===== src/rtl/axi4_rd_stream_pkg.sv =====
// Shared types and AXI constants for the axi4_rd_stream read master.
package axi4_rd_stream_pkg;

  typedef enum logic [1:0] {
    ST_IDLE  = 2'd0,
    ST_ISSUE = 2'd1,
    ST_DRAIN = 2'd2
  } state_t;

  localparam logic [1:0]  AXI_BURST_INCR = 2'b01;
  localparam logic [1:0]  AXI_RESP_OKAY  = 2'b00;
  localparam int unsigned WORDS_4KB      = 1024;

  // Largest burst that fits the beat limit, the words left, and the current 4KB page.
  function automatic logic [31:0] burst_words(input logic [9:0]  page_word,
                                              input logic [23:0] remaining,
                                              input int unsigned max_len);
    logic [31:0] page_left;
    logic [31:0] len;
    page_left = WORDS_4KB - {22'b0, page_word};
    len       = max_len;
    if ({8'b0, remaining} < len) len = {8'b0, remaining};
    if (page_left < len)         len = page_left;
    return len;
  endfunction

endpackage


===== src/rtl/axi4_rd_stream_fifo.sv =====
// Word FIFO with registered head output and occupancy level.
module stream_fifo #(
  parameter int unsigned WIDTH = 32,
  parameter int unsigned DEPTH = 64
) (
  input  logic                   clk_i,
  input  logic                   rst_i,
  input  logic                   push_i,
  input  logic [WIDTH-1:0]       push_data_i,
  input  logic                   pop_i,
  output logic                   valid_o,
  output logic [WIDTH-1:0]       data_o,
  output logic [$clog2(DEPTH):0] level_o
);
  localparam int unsigned PTR_W = $clog2(DEPTH);
  localparam int unsigned LVL_W = PTR_W + 1;

  logic [WIDTH-1:0] mem [DEPTH];
  logic [PTR_W-1:0] wr_ptr_q;
  logic [PTR_W-1:0] rd_ptr_q;
  logic [PTR_W-1:0] rd_ptr_d;
  logic [LVL_W-1:0] level_q;
  logic [LVL_W-1:0] level_d;
  logic             do_push;
  logic             do_pop;
  logic [WIDTH-1:0] head_d;

  always_comb begin
    do_pop   = pop_i && (level_q != '0);
    do_push  = push_i && ((level_q != LVL_W'(DEPTH)) || do_pop);
    level_d  = level_q + LVL_W'(do_push) - LVL_W'(do_pop);
    rd_ptr_d = rd_ptr_q + PTR_W'(do_pop);
    // The output register looks ahead: if the FIFO would otherwise be empty, the pushed word becomes the head.
    if (do_push && ((level_q - LVL_W'(do_pop)) == '0)) head_d = push_data_i;
    else                                                head_d = mem[rd_ptr_d];
  end

  always_ff @(posedge clk_i) begin
    if (do_push) mem[wr_ptr_q] <= push_data_i;
  end

  always_ff @(posedge clk_i or posedge rst_i) begin
    if (rst_i) begin
      wr_ptr_q <= '0;
      rd_ptr_q <= '0;
      level_q  <= '0;
      valid_o  <= 1'b0;
      data_o   <= '0;
    end else begin
      wr_ptr_q <= wr_ptr_q + PTR_W'(do_push);
      rd_ptr_q <= rd_ptr_d;
      level_q  <= level_d;
      valid_o  <= (level_d != '0);
      if (level_d != '0) data_o <= head_d;
    end
  end

  assign level_o = level_q;

endmodule


===== src/rtl/axi4_rd_stream.sv =====
// AXI4 read burst master: fetches a linear word region and streams it out, credit-limited by FIFO space.
module axi4_rd_stream
  import axi4_rd_stream_pkg::*;
#(
  parameter int unsigned AXI_ID     = 0,
  parameter int unsigned BURST_LEN  = 16,
  parameter int unsigned FIFO_DEPTH = 64
) (
  input  logic        clk_i,
  input  logic        rst_i,
  input  logic        start_i,
  input  logic [31:0] base_addr_i,
  input  logic [23:0] word_count_i,
  output logic        busy_o,
  output logic        done_o,
  output logic        error_o,
  output logic        outport_arvalid_o,
  output logic [31:0] outport_araddr_o,
  output logic [3:0]  outport_arid_o,
  output logic [7:0]  outport_arlen_o,
  output logic [1:0]  outport_arburst_o,
  input  logic        outport_arready_i,
  input  logic        outport_rvalid_i,
  input  logic [31:0] outport_rdata_i,
  input  logic [1:0]  outport_rresp_i,
  input  logic [3:0]  outport_rid_i,
  input  logic        outport_rlast_i,
  output logic        outport_rready_o,
  output logic        data_valid_o,
  output logic [31:0] data_o,
  input  logic        data_ready_i
);
  localparam int unsigned LVL_W = $clog2(FIFO_DEPTH) + 1;

  state_t           state_q, state_d;
  logic [31:0]      addr_q, addr_d;
  logic [23:0]      rem_q, rem_d;
  logic [23:0]      total_q, total_d;
  logic [23:0]      deliv_q, deliv_d;
  logic [LVL_W-1:0] out_q, out_d;
  logic             arvalid_q, arvalid_d;
  logic [31:0]      araddr_q, araddr_d;
  logic [7:0]       arlen_q, arlen_d;
  logic             err_q, err_d;
  logic             done_q, done_d;
  logic             rready_q;

  logic             ar_hs;
  logic             r_hs;
  logic             pop;
  logic [8:0]       ar_beats;
  logic [31:0]      burst_len;
  logic [31:0]      credit;
  logic [LVL_W-1:0] fifo_level;
  logic             fifo_valid;
  logic             unused_ok;

  assign ar_hs    = arvalid_q && outport_arready_i;
  assign r_hs     = outport_rvalid_i && rready_q;
  assign pop      = fifo_valid && data_ready_i;
  assign ar_beats = {1'b0, arlen_q} + 9'd1;

  always_comb begin
    burst_len = burst_words(addr_q[11:2], rem_q, BURST_LEN);
    // Words already buffered or still owed by the slave both consume FIFO space.
    credit    = FIFO_DEPTH - 32'(fifo_level) - 32'(out_q);
  end

  always_comb begin
    state_d   = state_q;
    addr_d    = addr_q;
    rem_d     = rem_q;
    total_d   = total_q;
    deliv_d   = deliv_q + 24'(pop);
    out_d     = out_q + (ar_hs ? LVL_W'(ar_beats) : '0) - LVL_W'(r_hs);
    arvalid_d = arvalid_q;
    araddr_d  = araddr_q;
    arlen_d   = arlen_q;
    err_d     = err_q || (r_hs && (outport_rresp_i != AXI_RESP_OKAY));
    done_d    = 1'b0;

    unique case (state_q)
      ST_IDLE: begin
        if (start_i) begin
          addr_d  = {base_addr_i[31:2], 2'b00};
          rem_d   = word_count_i;
          total_d = word_count_i;
          deliv_d = '0;
          err_d   = 1'b0;
          state_d = (word_count_i == '0) ? ST_DRAIN : ST_ISSUE;
        end
      end
      ST_ISSUE: begin
        if (arvalid_q) begin
          if (outport_arready_i) begin
            arvalid_d = 1'b0;
            addr_d    = addr_q + {21'b0, ar_beats, 2'b00};
            rem_d     = rem_q - {15'b0, ar_beats};
            if (rem_q == {15'b0, ar_beats}) state_d = ST_DRAIN;
          end
        end else if (credit >= burst_len) begin
          arvalid_d = 1'b1;
          araddr_d  = addr_q;
          arlen_d   = 8'(burst_len - 32'd1);
        end
      end
      ST_DRAIN: begin
        if (deliv_d == total_q) begin
          done_d  = 1'b1;
          state_d = ST_IDLE;
        end
      end
      default: state_d = ST_IDLE;
    endcase
  end

  always_ff @(posedge clk_i or posedge rst_i) begin
    if (rst_i) begin
      state_q   <= ST_IDLE;
      addr_q    <= '0;
      rem_q     <= '0;
      total_q   <= '0;
      deliv_q   <= '0;
      out_q     <= '0;
      arvalid_q <= 1'b0;
      araddr_q  <= '0;
      arlen_q   <= '0;
      err_q     <= 1'b0;
      done_q    <= 1'b0;
      rready_q  <= 1'b0;
    end else begin
      state_q   <= state_d;
      addr_q    <= addr_d;
      rem_q     <= rem_d;
      total_q   <= total_d;
      deliv_q   <= deliv_d;
      out_q     <= out_d;
      arvalid_q <= arvalid_d;
      araddr_q  <= araddr_d;
      arlen_q   <= arlen_d;
      err_q     <= err_d;
      done_q    <= done_d;
      rready_q  <= 1'b1;
    end
  end

  stream_fifo #(
    .WIDTH(32),
    .DEPTH(FIFO_DEPTH)
  ) u_fifo (
    .clk_i       (clk_i),
    .rst_i       (rst_i),
    .push_i      (r_hs),
    .push_data_i (outport_rdata_i),
    .pop_i       (pop),
    .valid_o     (fifo_valid),
    .data_o      (data_o),
    .level_o     (fifo_level)
  );

  assign busy_o            = (state_q != ST_IDLE);
  assign done_o            = done_q;
  assign error_o           = err_q;
  assign outport_arvalid_o = arvalid_q;
  assign outport_araddr_o  = araddr_q;
  assign outport_arid_o    = 4'(AXI_ID);
  assign outport_arlen_o   = arlen_q;
  assign outport_arburst_o = AXI_BURST_INCR;
  assign outport_rready_o  = rready_q;
  assign data_valid_o      = fifo_valid;

  // Single-ID, in-order slave: rid/rlast carry no information here.
  assign unused_ok = ^{outport_rid_i, outport_rlast_i, base_addr_i[1:0]};

endmodule


===== config.mk =====
export PLATFORM = sky130hd
export DESIGN_NAME = axi4_rd_stream
export DESIGN_NICKNAME = d
export VERILOG_FILES = /design/src/rtl/axi4_rd_stream_pkg.sv /design/src/rtl/axi4_rd_stream_fifo.sv /design/src/rtl/axi4_rd_stream.sv
export SDC_FILE = /design/constraint.sdc
export NUM_CORES = 2
export LEC_CHECK = 0
export ABC_AREA = 0
export BUFFER_PORTS_ARGS = -buffer_cell sky130_fd_sc_hd__buf_4
export CAP_MARGIN = 25
export CELL_PAD_IN_SITES_DETAIL_PLACEMENT = 0
export CELL_PAD_IN_SITES_GLOBAL_PLACEMENT = 1
export CORE_ASPECT_RATIO = 1.75
export CORE_MARGIN = 8
export CORE_UTILIZATION = 23
export CTS_CLUSTER_DIAMETER = 150
export CTS_CLUSTER_SIZE = 8
export DETAILED_ROUTE_END_ITERATION = 10
export HOLD_SLACK_MARGIN = 0.08
export PLACE_DENSITY = 0.48
export SLEW_MARGIN = 20
export SYNTH_ARGS = -nofsm -noshare
export SYNTH_HDL_FRONTEND = slang
export SYNTH_SLANG_ARGS = --single-unit
export TNS_END_PERCENT = 1

===== constraint.sdc =====
create_clock -name clk_i -period 6.75 [get_ports clk_i]
set_clock_uncertainty 0.05 [all_clocks]
set_input_delay 1.0125 -clock clk_i [delete_from_list [all_inputs] [get_ports clk_i]]
set_output_delay 1.0125 -clock clk_i [all_outputs]
set_load 0.005 [all_outputs]

==> summary.md <==
| Metric | Value |
|---|---|
| Max Cap Viol | 0 |
| CP endpoint kind | flop |
| CORE AREA | ~390000 µm² |
| Clock Sinks | around 2300 |
| PortBufs | 169 |
| Initial Utilization | between 20% and 30% |
| Worst Path Required | between 7 and 8 ns |
| Max-slew headroom | between 30 and 40% |
| Buf/Inv on CP | 5 |
| Placed Area | approximately 100000 µm² |
| Sw Ratio | roughly a third |
| Hold Path Class | in2async |
| Switching pwr | between 15 and 20 mW |
| Synth Register Bits | between 2000 and 2500 |
| Initial DRT Pass Iterations | 5 |
| Most frequent cells in the layout | edfxtp_1, mux4_2, clkbuf_16, buf_4, dfrtp_1 |
| Metal2 WL | between 150000 and 200000 µm |
| Initial antenna violation count | 18 |
| Top-Level Pins | around 190 |
| Post-synth cell types | 72 |
| Post-Synthesis Cells | approximately 4300 |
| Die area | 415100 µm² |
| Post-synthesis simple-gate area fraction | ~2.8% |
| Reg2Reg Depth | 26 |
| Power per cell area | 470.4 nW/µm² |
| Ys flop type | edfxtp_1 |
| Post-Syn Area per Cell | 20.86 µm² |
| Number of synthesized flops with an enable pin | between 2000 and 2500 |
| Clock transition at the registers of the reported paths | roughly 0.05 ns |
| Metal-1 WL | a little over 100000 µm |
| Crit-path slowest cell | or4_4 |
| H-tree Lvls | 5 |
| GPL Wtd Cong | between 0.7 and 0.8 |
| Register area share after synthesis | 73.54% |
| Die X | between 400 and 500 µm |
| Vias | ~45000 |
| Total Wirelength | about 290000 µm |
| Die Ht | 846.3 µm |
| Compound-cell area share of the yosys netlist | under 10% |
| Area growth syn-to-layout | 20.44% |
| Pin count of the biggest net entering global routing | roughly 130 |
| Internal Power | 34.32 mW |
| Final Cycle Share | roughly nine tenths |
| Hold buffers post-CTS | 0 |
| Remaining antenna violation count | 0 |
| Routed WL per cell | around 28 µm |
| Top delay family on crit path | simple AND/OR/NAND/NOR gates |
| Final instance area | 109100 µm² |
| Pins Over Slew Limit | 0 |
| Vias in the first global route | 49500 |
| Drt initial violations | 2902 |
| Status | completed |
| Final setup TNS | 0 ns |
| Total Routing Usage GR | a little over an eighth |
| Achievable frequency | 165.2 MHz |
| Wire length on met3 | roughly 11000 µm |
| R2R Setup Slk | approximately 0.7 ns |
| Crit start category | flop |
| Crit Reg-Reg Endpoint | outport_araddr_o[27] |
| Sequential power share | between 30 and 40% |
| Final net count | 5000 |
| Mapped cell area | approximately 91000 µm² |
| WS Path Type | reg2reg |
| Post-CTS Setup Bufs | 0 |
| Worst Path Max Fanout | 39 |
| Post-synthesis xor/xnor area fraction | less than 1% |
| Highest metal used | met5 |
| Most frequent CP cell | buf_4 |
| Worst vdd ir | 513.8 µV |
| LEAKAGE | ~35 nW |
| Std-Cell Rows | between 300 and 400 |
| CTS tree | yes |
| Worst EP arrival | around 6.7 ns |
| Total CTS buffers | between 300 and 400 |
| Clk root buf | clkbuf_16 |
| Unrepaired setup endpoints after global routing | false |
| Clock share of power | between 20% and 30% |
| Final setup violation count | 0 |
| Logic pwr share | just under 40% |
| Grt total ovfl | 0 |
| Clock Latency Late Sink | ~0.90 ns |
| Global-route wire length before repair | about 400000 µm |
| Bufs on Longest Clock Path | 4 |
| Post-Synth Adder-Cell Area | 1.406% |
| Ys Warns | 0 |
| DPL Wire Length | roughly 170000 µm |
| Worst r2r src | rem_q[9] |
| Layout cells sized above 1 | a little under a third |
| Drc violations | 0 |
| Post-synthesis mux area share | between 10% and 20% |
| Slew @ Worst Pin | about 0.99 ns |
| Worst path max stage delay | slightly below 0.6 ns |
| Ys async rst share | around 9.1% |
| CTS resizes | 0 |
| Hold Vio Cnt, Final | 0 |
| Most common cell after layout, fill and taps aside | edfxtp_1 |
| Largest family of logic cells by synthesized area | multiplexers |
| Via-to-Cell Ratio | approximately 4.5 |
| Final Critical Period | between 6 and 7 ns |
[cells in the mapped netlist (41+ instances only)]
| cell type | n | share of area (%) |
|---|---|---|
| edfxtp_1 | 2048 | 68 |
| mux4_2 | 672 | 17 |
| dfrtp_1 | 205 | 5.7 |
| nand2_1 | 175 | 0.72 |
| nor2_1 | 171 | 0.71 |
| clkbuf_1 | 145 | 0.60 |
| mux2_2 | 99 | 1.2 |
| ha_1 | 93 | 1.3 |
| a21oi_1 | 85 | 0.47 |
| inv_1 | 73 | 0.30 |
| buf_1 | 60 | 0.25 |
| xnor2_1 | 59 | 0.57 |
| nand3_1 | 50 | 0.28 |
| o21ai_0 | 41 | 0.23 |
[area by class of cell]
| type | count | area, µm² |
|---|---|---|
| flip-flops and latches | 2253 | 66630 |
| repair buffers | 326 | 3433 |
| multi-input cells | 1823 | 23500 |
| clock inverters | 18 | 334.1 |
| inverters | 73 | 281.5 |
| diodes | 4 | 10.01 |
| clock buffers | 389 | 8416 |
| well taps | 5219 | 6530 |
| fillers | 38960 | 283900 |
[through the flow]
step	utilization, %	hold WS [ns]	instances	total power [mW]	worst slack [ns]
after detailed placement	25.53	0.4453	9693	37.76	0.6999
after global routing	27.76	0.2081	10100	53.79	0.3543
after floorplan	-	0.4152	4370	29.77	0.09173
after CTS	27.76	0.1407	10100	52.67	0.6681
final	27.76	0.1830	10110	51.34	0.6983
after global placement	25.53	0.4428	9693	37.72	0.5306
[per-layer routing]
metal  track usage [%]  vias to the layer above
li1                  -                    18790
met1             14.58                    24670
met2             26.63                     1107
met3             2.028                      410
met4             3.870                       10
met5                 0                        -
[how the worst max path moves through the flow]
stage | startpoint | slack [ns] | cells after the start | to
2_1_floorplan | rst_i | 0.09 | 1 | addr_q[10]
3_3_place_gp | rem_q[9] | 0.53 | 26 | outport_araddr_o[28]
3_5_place_dp | rem_q[9] | 0.70 | 26 | outport_araddr_o[23]
4_1_cts | rem_q[9] | 0.67 | 26 | outport_araddr_o[27]
5_1_grt | rem_q[9] | 0.35 | 26 | outport_araddr_o[29]
6_report | rem_q[9] | 0.70 | 26 | outport_araddr_o[27]
[power by group through the flow]
stage	registers [mW]	clock network [mW]	logic, mW
2_1_floorplan	16.7	0	13.0
3_3_place_gp	17.0	0	20.7
3_5_place_dp	17.0	0	20.7
4_1_cts	16.8	15.1	20.8
5_1_grt	16.8	15.5	21.4
6_report	16.7	14.7	19.9
[state kept, by name (all words and copies together), names as in the netlist, 7 cells and up]
signal / flops
addr_q: 30
deliv_q: 24
out_q: 7
outport_araddr_o: 30
outport_arlen_o: 8
rem_q: 24
total_q: 24
u_fifo.data_o: 32
u_fifo.level_o: 7
u_fifo.mem: 2048
[worst reg2reg max path, cell delays in order, from the launching register on]
cell and delay, ns:
dfrtp_1 0.43, or4_4 0.58, nor4_1 0.21, buf_4 0.17, nand3_1 0.10, nor3_2 0.22, buf_4 0.20, nand2_1 0.09
ha_1 0.24, nor2_1 0.12, nand4_1 0.10, nor4_1 0.28, o21ai_1 0.19, a221oi_2 0.31, buf_4 0.21, buf_4 0.19
mux2_2 0.38, ha_1 0.20, a21o_1 0.16, nand3_1 0.08, a21oi_1 0.07, a211oi_1 0.20, nand4_1 0.12, a21oi_1 0.18
o21a_2 0.17, buf_12 0.24, mux2_2 0.44
[cells by family after synthesis]
group / count (synthesis)
other cells: 2
mux: 784
buf+inv: 294
fa+ha+maj: 99
xor+xnor: 97
compound gates: 262
flops: 2253
simple gates: 553
Note: power is estimated with default switching activity, not from simulation.
